`src/rtl/gs_iter_controller.sv`:
```
// Goldschmidt divider sequencer: issues N*F and D*F to a shared pipelined multiplier,
// folds the truncated products back into N/D and reports the quotient with a done pulse.
//   state   | meaning
//   IDLE    | waiting for start, operands latched on start
//   ISSUE_N | N*F issued (tag 0)
//   ISSUE_D | D*F issued (tag 1), early N product accepted
//   WAIT    | collecting products; D product closes the iteration
//   FIN     | done pulse, q_out valid
module gs_iter_controller #(
  parameter int WIDTH = 32,
  parameter int ITERS = 4,
  parameter int CNT_W = 3
) (
  input  logic               clk,
  input  logic               clear,
  input  logic               start,
  input  logic [WIDTH-1:0]   n_in,
  input  logic [WIDTH-1:0]   d_in,
  output logic               busy,
  output logic               done,
  output logic               err,
  output logic [WIDTH-1:0]   q_out,
  output logic               mul_valid,
  output logic [WIDTH-1:0]   mul_a,
  output logic [WIDTH-1:0]   mul_b,
  output logic               mul_tag,
  input  logic               res_valid,
  input  logic               res_tag,
  input  logic [2*WIDTH-1:0] res_data
);

  typedef enum logic [2:0] {IDLE, ISSUE_N, ISSUE_D, WAIT, FIN} state_t;

  localparam logic [WIDTH-1:0] TWO = {1'b1, {(WIDTH-1){1'b0}}};

  state_t           state, state_nxt;
  logic [WIDTH-1:0] n_reg, d_reg, f_reg, n_nxt, d_nxt, f_nxt;
  logic [WIDTH-1:0] q_nxt, mul_a_nxt, mul_b_nxt;
  logic [CNT_W-1:0] cnt, cnt_nxt;
  logic             err_flag, err_flag_nxt;
  logic [WIDTH-1:0] res_scaled;
  logic             d_legal, last_iter;
  logic             unused_bits;

  // Q4.(2W-4) product back to Q2.(W-2) by truncation
  assign res_scaled  = res_data[2*WIDTH-3 -: WIDTH];
  assign unused_bits = ^{res_data[2*WIDTH-1:2*WIDTH-2], res_data[WIDTH-3:0]};
  assign d_legal     = (d_in[WIDTH-1:WIDTH-2] == 2'b00) && d_in[WIDTH-3];
  assign last_iter   = (cnt == CNT_W'(ITERS-1));

  always_ff @(posedge clk or posedge clear) begin
    if (clear) begin
      state    <= IDLE;
      n_reg    <= '0;
      d_reg    <= '0;
      f_reg    <= '0;
      cnt      <= '0;
      err_flag <= 1'b0;
      q_out    <= '0;
      mul_a    <= '0;
      mul_b    <= '0;
    end else begin
      state    <= state_nxt;
      n_reg    <= n_nxt;
      d_reg    <= d_nxt;
      f_reg    <= f_nxt;
      cnt      <= cnt_nxt;
      err_flag <= err_flag_nxt;
      q_out    <= q_nxt;
      mul_a    <= mul_a_nxt;
      mul_b    <= mul_b_nxt;
    end
  end

  always_comb begin
    state_nxt    = state;
    n_nxt        = n_reg;
    d_nxt        = d_reg;
    f_nxt        = f_reg;
    cnt_nxt      = cnt;
    err_flag_nxt = err_flag;
    q_nxt        = q_out;
    mul_a_nxt    = mul_a;
    mul_b_nxt    = mul_b;
    busy         = (state != IDLE);
    done         = 1'b0;
    err          = 1'b0;
    mul_valid    = 1'b0;
    mul_tag      = 1'b0;
    case (state)
      IDLE: begin
        if (start) begin
          n_nxt   = n_in;
          d_nxt   = d_in;
          cnt_nxt = '0;
          if (!d_legal) begin
            err_flag_nxt = 1'b1;
            q_nxt        = '0;
            state_nxt    = FIN;
          end else begin
            err_flag_nxt = 1'b0;
            f_nxt        = TWO - d_in;
            mul_a_nxt    = n_in;
            mul_b_nxt    = TWO - d_in;
            state_nxt    = ISSUE_N;
          end
        end
      end
      ISSUE_N: begin
        mul_valid = 1'b1;
        mul_a_nxt = d_reg;
        mul_b_nxt = f_reg;
        state_nxt = ISSUE_D;
      end
      ISSUE_D: begin
        mul_valid = 1'b1;
        mul_tag   = 1'b1;
        // a single-cycle multiplier returns the N product here
        if (res_valid && !res_tag) n_nxt = res_scaled;
        state_nxt = WAIT;
      end
      WAIT: begin
        if (res_valid && !res_tag) begin
          n_nxt = res_scaled;
        end else if (res_valid && res_tag) begin
          d_nxt = res_scaled;
          if (last_iter) begin
            q_nxt     = n_reg;
            state_nxt = FIN;
          end else begin
            cnt_nxt   = cnt + CNT_W'(1);
            f_nxt     = TWO - res_scaled;
            mul_a_nxt = n_reg;
            mul_b_nxt = TWO - res_scaled;
            state_nxt = ISSUE_N;
          end
        end
      end
      FIN: begin
        done      = 1'b1;
        err       = err_flag;
        state_nxt = IDLE;
      end
      default: state_nxt = IDLE;
    endcase
  end

endmodule
```
`config.mk`:
```
export PLATFORM = sky130hd
export DESIGN_NAME = gs_iter_controller
export DESIGN_NICKNAME = d
export VERILOG_FILES = /design/src/rtl/gs_iter_controller.sv
export SDC_FILE = /design/constraint.sdc
export NUM_CORES = 1
export LEC_CHECK = 0
export ABC_AREA = 1
export BUFFER_PORTS_ARGS = -buffer_cell sky130_fd_sc_hd__buf_2
export CORE_MARGIN = 4
export CORE_UTILIZATION = 35
export CTS_BUF_LIST = sky130_fd_sc_hd__clkbuf_4 sky130_fd_sc_hd__clkbuf_8 sky130_fd_sc_hd__clkbuf_16
export DETAILED_ROUTE_END_ITERATION = 6
export HOLD_SLACK_MARGIN = 0.05
export MAX_ROUTING_LAYER = met4
export PLACE_DENSITY_LB_ADDON = 0.3
export SYNTH_ARGS = -nofsm -noshare
export SYNTH_HDL_FRONTEND = slang
export SYNTH_SLANG_ARGS = --single-unit
```
`constraint.sdc`:
```
create_clock -name clk -period 8 [get_ports clk]
set_input_delay 0.4 -clock clk [delete_from_list [all_inputs] [get_ports clk]]
set_output_delay 0.4 -clock clk [all_outputs]
set_load 0.02 [all_outputs]
```
-- Word-level counts from Yosys, hierarchy flattened
Index checks and enable logic that the tools add are counted.
- register bits after elaboration: 199
- bits in latches: 0
- bits in writable memories: 0
- ROM bits: 0
- input port bits: 133
- output and inout bits: 101
- word-level logic and storage cells: 87
- memories: 0
- $add $sub $neg: 3
- multipliers: 0
- divide/modulo/power cells: 0
- $lt $le $gt $ge: 0
- eq/ne operators: 13
- shifts and indexed selects: 0
- multiplexer cells: 42
- bitwise logic cells: 0
- reduce and logical (&&, ||, !) cells: 20
- operators by type and width (cell ; number):
    $mux W32 ; 20
    $pmux W32 S2 ; 4
    $pmux W32 S3 ; 2
    $sub A32 B32 Y32 const A ; 2
    $mux W3 ; 9
    $reduce_and A6 Y1 ; 3
    $ne A2 B2 Y1 const B ; 7
    $pmux W3 S4 ; 1
    $eq A3 B2 Y1 const B ; 3
    $pmux W3 S2 ; 1
    $reduce_and A3 Y1 ; 2
    $reduce_bool A3 Y1 ; 2
    $mux W1 ; 5
    $reduce_and A5 Y1 ; 1
    $reduce_and A4 Y1 ; 1
    $reduce_bool A2 Y1 ; 2
    $reduce_or A2 Y1 ; 2
    $add A3 B1 Y3 const B ; 1
    $eq A3 B1 Y1 const B ; 1
    $eq A3 B3 Y1 const B ; 1
    $logic_and A1 B1 Y1 ; 3
    $logic_not A3 Y1 ; 1
    $logic_not A2 Y1 ; 1
    $ne A2 B1 Y1 const B ; 1
    2 further kinds ; 2

-- Depth between registers and ports, before layout
- word-level depth: 5
- mapped depth: 13
- depth with buffers taken out: 12

-- Worst setup path after synthesis
No wires, ideal clock.
- path kind: flip-flop to output port
- start: reg state[0]
- end: out mul_valid
- arrival time: 1.483 ns
- data required time: 7.600 ns
- setup slack: 6.117 ns
- stages on the path, launching flop included: 5
- path through: dfrtp_1 > buf_4 > nor3_1 > inv_1 > nand2_1
- cells in the longest elaborated chain, start to end: 3
- elaborated cells on any way between the ends: 4
- RTL lines (element ; RTL line ; source):
    start, declared ; 36 ; state_t state, state_nxt;
    start signal, assigned ; 63 ; state <= state_nxt;
    $eq A3 B2 Y1 or $eq A3 B1 Y1 (tied branches) ; 90 ; case (state)
    $reduce_or A2 Y1 (no line) (*) ; -- ;
    $mux W1 (*) ; 90 ;
    end, declared ; 23 ; output logic mul_valid,
Mark *: on every way between the ends. The rest lies on a longest branch, timed or not.

-- Final worst setup path
- start: reg state[2]
- end: reg mul_b[2]
- cells in the longest elaborated chain, start to end: 3
- elaborated cells on any way between the ends: 11
- RTL lines (element ; RTL line ; source):
    $eq A3 B2 Y1, or another cell as far along ; 90 ;
    $ne A2 B2 Y1 (no line) or $reduce_bool A3 Y1 (tied branches) ; -- ;
    $reduce_and A6 Y1 (no line) ; -- ;
    end signal, assigned ; 71 ; mul_b <= mul_b_nxt;
    end, declared ; 25 ; output logic [WIDTH-1:0] mul_b,
Parallel ways exist; a longest one is shown, timed or not.
A chain may end at the register's enable or synchronous reset.

==> results.sh <==
export IMPL_status="completed"
export IMPL_synth_mux_area_frac=0.00994
export IMPL_yosysSeqAreaShare=0.440
export IMPL_post_cts_buffers=0
export IMPL_wl_um=40000
export IMPL_grt_pass1_vias=10500
export IMPL_routedWlPerCell_um=18.3
export IMPL_clock_skew_ns=0.0137
export IMPL_synthAdderAreaFrac=0.00442
export IMPL_finalCriticalPeriod_ns=3.88
export IMPL_synth_async_reset_ratio=1.00
export IMPL_start_kind="flip-flop"
export IMPL_grt_pass1_wl_um=62100
export IMPL_yosys_warnings=0
export IMPL_ir_drop_uv=167
export IMPL_crit_start="state[2]$_DFFE_PP0P_"
export IMPL_ant_nets=0
export IMPL_hold_buffers=0
export IMPL_clkTransAtPathRegs_ns=0.08
export IMPL_fin_area_um2=13200
export IMPL_antenna_found_initial=12
export IMPL_die_area_um2=35300
export IMPL_hp_class="in2async"
export IMPL_end_kind="flip-flop"
export IMPL_core_um2=31700
export IMPL_synth_xor_area_share=0.00851
export IMPL_synth_edf_count=0
export IMPL_slew_headroom=0.277
export IMPL_finalNetCount=1891
export IMPL_setup_ws_ns=4.12
export IMPL_crit_type="reg2reg"
export IMPL_p_per_area_nw_per_um2=366
export IMPL_power_leakage_nw=6.49
export IMPL_area_growth_pct=16.2
export IMPL_ctsLongestPathBuffers=2
export IMPL_fmax_ghz=0.258
export IMPL_layout_commonest_cell="nand2_1"
export IMPL_hold_viol=0
export IMPL_ys_types=40
export IMPL_cts_buffers=17
export IMPL_io_buffers=201
export IMPL_die_h_um=188
export IMPL_via_count=11100
export IMPL_reg2regPathDepth=7
export IMPL_critical_path_required_ns=8.37
export IMPL_r2r_start="state[2]$_DFFE_PP0P_"
export IMPL_most_common_layout_cells="nand2_1, nor2_1, buf_2"
export IMPL_clk_latency_ns=0.46
export IMPL_rows=65
export IMPL_maxCapViolations=0
export IMPL_root_buffer="clkbuf_16"
export IMPL_syn_area_um2=11300
export IMPL_grt_total_usage=0.232
export IMPL_die_x_um=188
export IMPL_cp_arrival_ns=4.25
export IMPL_rrSetupSlack_ns=4.12
export IMPL_syn_area_per_cell_um2=7.08
export IMPL_worst_pin_slew_ns=1.08
export IMPL_drc=0
export IMPL_cp_max_fo=47
export IMPL_via_per_inst=5.08
export IMPL_grt_max_degree=133
export IMPL_finalSetupTns_ns=0
export IMPL_initial_core_util=0.357
export IMPL_p_total_mw=4.82
export IMPL_post_cts_resized=0
export IMPL_synth_net_count=1738
export IMPL_ys_seq_elements=199
export IMPL_synthSimpleGateAreaFrac=0.315
export IMPL_cts_sinks=199
export IMPL_synth_compound_area_frac=0.140
export IMPL_gp_congestion=0.941
export IMPL_fin_crit_sh=0.485
export IMPL_drive_gt1_frac=0.157
export IMPL_yosys_most_used_dff="dfrtp_1"
export IMPL_drt_iter0_markers=884
export IMPL_synth_top_family_by_area="simple AND/OR/NAND/NOR gates"
export IMPL_io_pins=234
export IMPL_dp_slack_ns=4.11
export IMPL_setup_violations=0
export IMPL_reg2reg_to="mul_b[2]$_DFFE_PP0P_"
export IMPL_slew_violations=0
export IMPL_cts_htree_levels=4
export IMPL_tritoncts="yes"
export IMPL_grt_ovfl_total=0
export IMPL_dp_hpwl_um=29600
export IMPL_rsz0062_at_grt="no"
export IMPL_place_area_um2=12500
export IMPL_timing_hold_ws_ns=0.128
export IMPL_synthesis_instances=1601
export IMPL_dr_pass1_iters=5
[critical path, cell delays in order, from the launching register on]
cell	delay, ns
dfrtp_1	0.41
inv_4	0.28
nand2_4	0.43
inv_2	0.60
nand2_2	0.50
inv_2	0.81
a21oi_1	0.38
o21ai_0	0.23
[layout make-up]
type	count	area, µm²
Fill cell	3400	18600
Inverter	145	558
Clock inverter	15	183
Antenna cell	12	30.0
Clock buffer	17	425
Tap cell	402	503
Timing Repair Buffer	210	1070
Sequential cell	199	4980
Multi-Input combinational cell	1181	5410
[routing by layer]
layer	global-route usage	part of all wire
met1	0.317	0.45
met2	0.342	0.45
met3	0.0471	0.070
met4	0.0847	0.029
met5	-	0
[cells by family (layout without fill, tap and decap cells)]
group / after synthesis / in the layout
simple gates: 875 / 875
flops: 199 / 199
compound gates: 281 / 281
mux: 10 / 10
buf+inv: 221 / 387
xor+xnor: 11 / 11
fa+ha+maj: 4 / 4
other cells: 0 / 12
[where the power goes]
group / switching (mW) / internal (mW)
registers: 0.220 / 1.46
clock network: 0.450 / 0.451
logic: 1.56 / 0.687
total: 2.23 / 2.60
[synth_stat cells, types with 3 or more instances]
library cell  count  area, µm²
nor3_1            4       20.0
o211ai_1          5       37.5
nor2_2            3       18.8
or2_1            16        100
a21boi_0         15        113
nand2_2           3       18.8
nand4_1           7       43.8
buf_2            25        125
nand2_1         469       1760
a21oi_1          32        160
o21ai_0         136        681
inv_1           135        507
dfrtp_1         199       4980
nor2_1          247        927
ha_1              4       50.1
clkbuf_1         35        131
xor2_1           10       87.6
mux2_2           10        113
o21bai_1          3       22.5
o21ai_1          10       50.1
inv_2             7       26.3
a31oi_1          67        419
buf_4             7       52.6
buf_6             6       67.6
a22oi_1           9       67.6
nand3_1         118        591
[metrics by stage]
stage / std cells / utilization
after floorplan: 1601 / -
after global placement: 2137 / 0.395
after detailed placement: 2137 / 0.395
after CTS: 2169 / 0.414
after global routing: 2181 / 0.415
final: 2181 / 0.415
[worst max path at each step]
| stage | depth (start not counted) | to | slack (ns) |
|---|---|---|---|
| floorplan | 1 | cnt[0]$_DFFE_PP0P_ | 2.17 |
| global placement | 7 | mul_b[2]$_DFFE_PP0P_ | 4.12 |
| detailed placement | 7 | mul_b[2]$_DFFE_PP0P_ | 4.11 |
| CTS | 7 | mul_b[2]$_DFFE_PP0P_ | 4.10 |
| global route | 11 | f_reg[10]$_DFFE_PP0P_ | 3.82 |
| finish | 7 | mul_b[2]$_DFFE_PP0P_ | 4.12 |
Note: power is estimated with default switching activity, not from simulation.
